<file path="config.mk">
export PLATFORM = sky130hd
export DESIGN_NAME = barrel_shifter
export DESIGN_NICKNAME = d
export VERILOG_FILES = /design/src/rtl/barrel_shifter.sv
export SDC_FILE = /design/constraint.sdc
export NUM_CORES = 1
export LEC_CHECK = 0
export CORE_MARGIN = 1
export CORE_UTILIZATION = 46
export DETAILED_ROUTE_END_ITERATION = 10
export GPL_ROUTABILITY_DRIVEN = 0
export PLACE_DENSITY = 0.75
export SLEW_MARGIN = 20
export SYNTH_ARGS = -nofsm -noshare
export SYNTH_HDL_FRONTEND = slang
export SYNTH_SLANG_ARGS = --single-unit
</file>
<file path="constraint.sdc">
create_clock -name clk -period 3.26 [get_ports clk]
set_clock_uncertainty 0.2 [all_clocks]
set_input_delay 0.652 -clock clk [delete_from_list [all_inputs] [get_ports clk]]
set_output_delay 0.652 -clock clk [all_outputs]
set_load 0.05 [all_outputs]
</file>
<file path="src/rtl/barrel_shifter.sv">
// barrel_shifter: log-stage LSR/LSL/ASR/ROR shifter with registered copy; BARREL_SHIFTER_STATUS_EN adds zero_q/lost_q.
module barrel_shifter #(
    parameter int WIDTH = 16
) (
    input  logic                       clk,
    input  logic                       rst_n,
    input  logic [WIDTH-1:0]           a,
    input  logic [$clog2(WIDTH)-1:0]   b,
    input  logic [1:0]                 op,
    input  logic                       in_valid,
    output logic [WIDTH-1:0]           o,
    output logic [WIDTH-1:0]           o_q,
    output logic                       o_valid
`ifdef BARREL_SHIFTER_STATUS_EN
    ,
    output logic                       zero_q,
    output logic                       lost_q
`endif
);
    localparam int SHW = $clog2(WIDTH);
    logic [WIDTH-1:0] s [SHW+1];
    logic [WIDTH-1:0] ar, rr;
    always_comb begin
        ar = '0;
        rr = '0;
        for (int i = 0; i < WIDTH; i++) begin
            ar[i] = a[WIDTH-1-i];
            rr[i] = s[SHW][WIDTH-1-i];
        end
    end
    // LSL runs through the right-shift cascade on a bit-reversed operand
    assign s[0] = (op == 2'b01) ? ar : a;
    assign o = (op == 2'b01) ? rr : s[SHW];
`ifdef BARREL_SHIFTER_STATUS_EN
    logic [SHW:0] l;
    assign l[0] = 1'b0;
`endif
    genvar k;
    generate
        for (k = 0; k < SHW; k++) begin : g_stage
            localparam int N = 2 ** k;
            logic [N-1:0] f;
            assign f = (op == 2'b11) ? s[k][N-1:0] : (op == 2'b10) ? {N{a[WIDTH-1]}} : '0;
            assign s[k+1] = b[k] ? {f, s[k][WIDTH-1:N]} : s[k];
`ifdef BARREL_SHIFTER_STATUS_EN
            assign l[k+1] = l[k] | (b[k] & (op != 2'b11) & (|s[k][N-1:0]));
`endif
        end
    endgenerate
    always_ff @(posedge clk or negedge rst_n) begin
        if (!rst_n) begin
            o_q     <= '0;
            o_valid <= 1'b0;
        end else begin
            o_valid <= in_valid;
            if (in_valid) o_q <= o;
        end
    end
`ifdef BARREL_SHIFTER_STATUS_EN
    always_ff @(posedge clk or negedge rst_n) begin
        if (!rst_n) begin
            zero_q <= 1'b0;
            lost_q <= 1'b0;
        end else if (in_valid) begin
            zero_q <= (o == '0);
            lost_q <= l[SHW];
        end
    end
`endif
endmodule

</file>
==> results.sh, run 1 <==
export IMPL_grt_max_degree=19
export IMPL_synth_commonest_cells="32 x nand2_1, 21 x nor2_1, 18 x mux2i_1, 17 x dfrtp_1, 15 x a21oi_1"
export IMPL_ys_ff_latch=17
export IMPL_yosys_top_cells_area="dfrtp_1 18%, mux4_2 9.5%, mux2i_1 7.6%, mux2_2 6.6%, nand2_1 5.1%"
export IMPL_ys_warn_count=0
export IMPL_die_y_um=73.8
export IMPL_initial_utilization=0.490
export IMPL_synth_top_area_cell="dfrtp_1"
export IMPL_clock_path_buffers=2
export IMPL_grt_overflow=271
export IMPL_post_synth_num_cell_types=59
export IMPL_root_buffer="clkbuf_8"
export IMPL_htreeDepth=1
export IMPL_synth_xor_area_share=0
export IMPL_synth_edf_count=0
export IMPL_dp_hpwl_um=7430
export IMPL_portBuffers=57
export IMPL_netlist_area_um2=2370
export IMPL_synthFlopType="dfrtp_1"
export IMPL_synth_top_family_by_area="compound AO/OA/AOI/OAI gates"
export IMPL_cts_sinks=17
export IMPL_cts_made_buffers=3
export IMPL_syn_num_nets=317
export IMPL_die_w_um=73.8
export IMPL_status="stopped before the end"
export IMPL_rows=25
export IMPL_ys_seq_area_frac=0.179
export IMPL_synth_most_common_cell="nand2_1"
export IMPL_cts_hold_buf=0
export IMPL_worst_ep_kind="top-level output"
export IMPL_avgSynthCellArea_um2=8.13
export IMPL_lastStage="global routing"
export IMPL_synthSimpleGateAreaFrac=0.188
export IMPL_crit_endpoint="o[9]"
export IMPL_synth_top_cell_area_share=0.179
export IMPL_synth_adder_area_share=0.00422
export IMPL_muxShareOfSynthArea=0.244
export IMPL_synth_cells=292
export IMPL_ios=58
export IMPL_grt_use_total=0.901
export IMPL_synth_async_reset_ratio=1.00
export IMPL_synth_compound_area_frac=0.317
export IMPL_error="[ERROR GRT-0232] Routing congestion too high. Check the congestion heatmap in the GUI."
[routing by layer]
| metal | GRT usage | GRT overflow |
|---|---|---|
| met5 | 0.232 | 0 |
| met2 | 1.15 | 187 |
| met4 | 1.08 | 80 |
| met1 | 0.817 | 1 |
| met3 | 0.678 | 3 |
[cells by family after synthesis]
logic type	Yosys count
compound gates	103
fa+ha+maj	1
buf+inv	36
flops	17
mux	43
simple gates	92
[stage by stage]
step / setup slack [ns] / std cells / hold slack, ns / instance area (um2)
after floorplan: -0.213 / 292 / 0.156 / 2510
after global placement: -0.835 / 494 / 0.289 / 3810
after detailed placement: -0.824 / 494 / 0.295 / 3810
after CTS: -0.262 / 512 / 0.310 / 4350
[timing repair]
action	4_1_cts
cloned	2
gates resized for setup	123
pin swaps	26
setup buffers	12
endpoints found under the setup margin	19
==> run 2, diff against run 1 <==
CORE_UTILIZATION = 31   (was 46)
PLACE_DENSITY = not set   (was 0.75)
PLACE_DENSITY_LB_ADDON = 0.15   (was not set)
==> results.sh, run 2 <==
export IMPL_hold_viol=0
export IMPL_die_w_um=89.5
export IMPL_relSlewSlack=0.459
export IMPL_finalPower_uw=1540
export IMPL_cts_tree="done"
export IMPL_cts_made_buffers=3
export IMPL_clock_path_buffers=2
export IMPL_yosys_top_cells_area="dfrtp_1 18%, mux4_2 9.5%, mux2i_1 7.6%, mux2_2 6.6%, nand2_1 5.1%"
export IMPL_syn_num_nets=317
export IMPL_layout_drive_gt1_share=0.567
export IMPL_routed_wirelength_um=11400
export IMPL_die_y_um=89.5
export IMPL_post_synth_num_cell_types=59
export IMPL_ant_nets=0
export IMPL_synth_top_cell_area_share=0.179
export IMPL_peakVddDrop_mv=0.244
export IMPL_largest_reg_flops=16
export IMPL_multiInputGateArea_um2=2380
export IMPL_end_kind="output pin"
export IMPL_powerDensity_nw_per_um2=328
export IMPL_synth_commonest_cells="32 x nand2_1, 21 x nor2_1, 18 x mux2i_1, 17 x dfrtp_1, 15 x a21oi_1"
export IMPL_drv_slew=0
export IMPL_p_leak_uw=0.00200
export IMPL_fin_crit_sh=1.11
export IMPL_top_regs="o_q x16, o_valid x1"
export IMPL_area_growth_syn_to_layout_pct=98.6
export IMPL_synth_top_area_cell="dfrtp_1"
export IMPL_htreeDepth=1
export IMPL_worstPathArrival_ns=2.77
export IMPL_drc_errors=0
export IMPL_fillers=572
export IMPL_cp_start_kind="primary input"
export IMPL_synthFlopType="dfrtp_1"
export IMPL_root_buffer="clkbuf_8"
export IMPL_synth_most_common_cell="nand2_1"
export IMPL_synth_cells=292
export IMPL_dp_hpwl_um=7250
export IMPL_grt_pass1_vias=3141
export IMPL_worstSetupPathType="primary input to output pin"
export IMPL_min_path_cells=1
export IMPL_final_nets=476
export IMPL_vias_per_cell=6.06
export IMPL_grt_max_degree=19
export IMPL_rr_worst_depth=1
export IMPL_final_cell_mix="98 x buf_4, 29 x buf_6, 28 x nand2_1"
export IMPL_top_register="o_q"
export IMPL_cts_sinks=17
export IMPL_dr_pass1_iters=5
export IMPL_violations="setup timing"
export IMPL_avgSynthCellArea_um2=8.13
export IMPL_ys_seq_area_frac=0.179
export IMPL_final_common_cell="buf_4"
export IMPL_ys_warn_count=0
export IMPL_clk_pin_slew_ns=0.07
export IMPL_cts_hold_buf=0
export IMPL_initial_utilization=0.324
export IMPL_ys_ff_latch=17
export IMPL_clkLatencyLatePin_ns=0.25
export IMPL_ios=58
export IMPL_grt_overflow=0
export IMPL_grt_pass1_wl_um=16700
export IMPL_max_cap_viol_count=0
export IMPL_critPathRequiredTime_ns=2.41
export IMPL_register_area_um2=425
export IMPL_synth_edf_count=0
export IMPL_crit_path_max_fanout=4
export IMPL_core_area_um2=7330
export IMPL_diodes=0
export IMPL_antenna_found_initial=0
export IMPL_dieArea_um2=8010
export IMPL_setup_slack_ns=-0.361
export IMPL_portBuffers=57
export IMPL_setup_violations=16
export IMPL_hp_class="flip-flop to flip-flop"
export IMPL_rsz0062_at_grt="yes"
export IMPL_synth_async_reset_ratio=1.00
export IMPL_rows=31
export IMPL_grt_use_total=0.279
export IMPL_worst_pin_slew_ns=0.809
export IMPL_fmax_ghz=0.276
export IMPL_via_count=3328
export IMPL_netlist_area_um2=2370
export IMPL_drt_iter0_markers=432
export IMPL_status="complete, but fails checks"
export IMPL_wire_per_inst_um=20.7
export IMPL_min_period_ns=3.62
export IMPL_pre_cts_ws_ns=-0.768
[run 2: cell counts after synthesis]
No cell type changed its count.
[run 2: worst max-delay path, stage by stage]
cell     delay (ns)
buf_8          0.08
nor2b_4        0.21
buf_4          0.17
buf_6          0.11
mux4_2         0.59
o22ai_2        0.15
o21ba_2        0.22
a22o_1         0.25
a21o_1         0.18
buf_6          0.15
[run 2: worst paths after layout]
path / endpoint / slack [ns] / from
max: o[7] / -0.36 / op[0]
min: o_q[14]$_DFFE_PN0P_ / 0.31 / o_q[14]$_DFFE_PN0P_
max reg2reg: o_q[13]$_DFFE_PN0P_ / 2.29 / o_q[13]$_DFFE_PN0P_
min reg2reg: o_q[14]$_DFFE_PN0P_ / 0.31 / o_q[14]$_DFFE_PN0P_
max in group asynchronous: o_q[7]$_DFFE_PN0P_ / 1.69 / rst_n
min in group asynchronous: o_q[14]$_DFFE_PN0P_ / 0.66 / rst_n
[run 2: kinds of logic after synthesis]
family | count (synthesis) | share of synthesized area
AO/OA/AOI/OAI | 103 | 0.317
adder cells (fa/ha/maj) | 1 | 0.00422
buffers and inverters | 36 | 0.0685
flip-flops | 17 | 0.179
multiplexers | 43 | 0.244
AND/OR/NAND/NOR | 92 | 0.188
[run 2: layout make-up]
type | instances | area share
clock buffer | 4 | 0.00956
inverter | 11 | 0.00903
multi-input combinational | 239 | 0.505
sequential | 17 | 0.0903
tap | 99 | 0.0263
timing repair buffer | 179 | 0.360
[run 2: layer usage]
layer / up-vias / global-route usage / share of wire
li1: 1470 / - / -
met1: 1607 / 0.376 / 0.40
met2: 204 / 0.461 / 0.48
met3: 47 / 0.0443 / 0.082
met4: 0 / 0.0808 / 0.044
met5: - / 0 / 0
[run 2: where the power goes]
| group | internal (uW) | switching [uW] | total [uW] |
|---|---|---|---|
| combinational | 500 | 621 | 1120 |
| clock | 86.8 | 72.6 | 159 |
| sequential | 247 | 16.7 | 264 |
| total | 834 | 710 | 1540 |
[run 2: per-stage QoR]
step / cells / hold WS, ns / area [um2] / TNS, ns / utilization
6_report: 549 / 0.305 / 4710 / -4.61 / 0.643
5_1_grt: 549 / 0.318 / 4710 / -5.20 / 0.643
4_1_cts: 542 / 0.311 / 4560 / -3.14 / 0.622
3_5_place_dp: 522 / 0.295 / 3830 / -14.53 / 0.523
3_3_place_gp: 522 / 0.288 / 3830 / -13.80 / 0.523
2_1_floorplan: 292 / 0.156 / 2510 / -0.325 / -
[run 2: what timing repair did]
item                                   in CTS  in global routing
setup endpoints to repair                  19                 16
pin swaps                                  23                  9
gates resized for setup                   144                 23
cloned                                      4                  0
endpoints found under the hold margin       0                  0
setup buffers                              13                  7
Power figures use the tool's default switching activity.
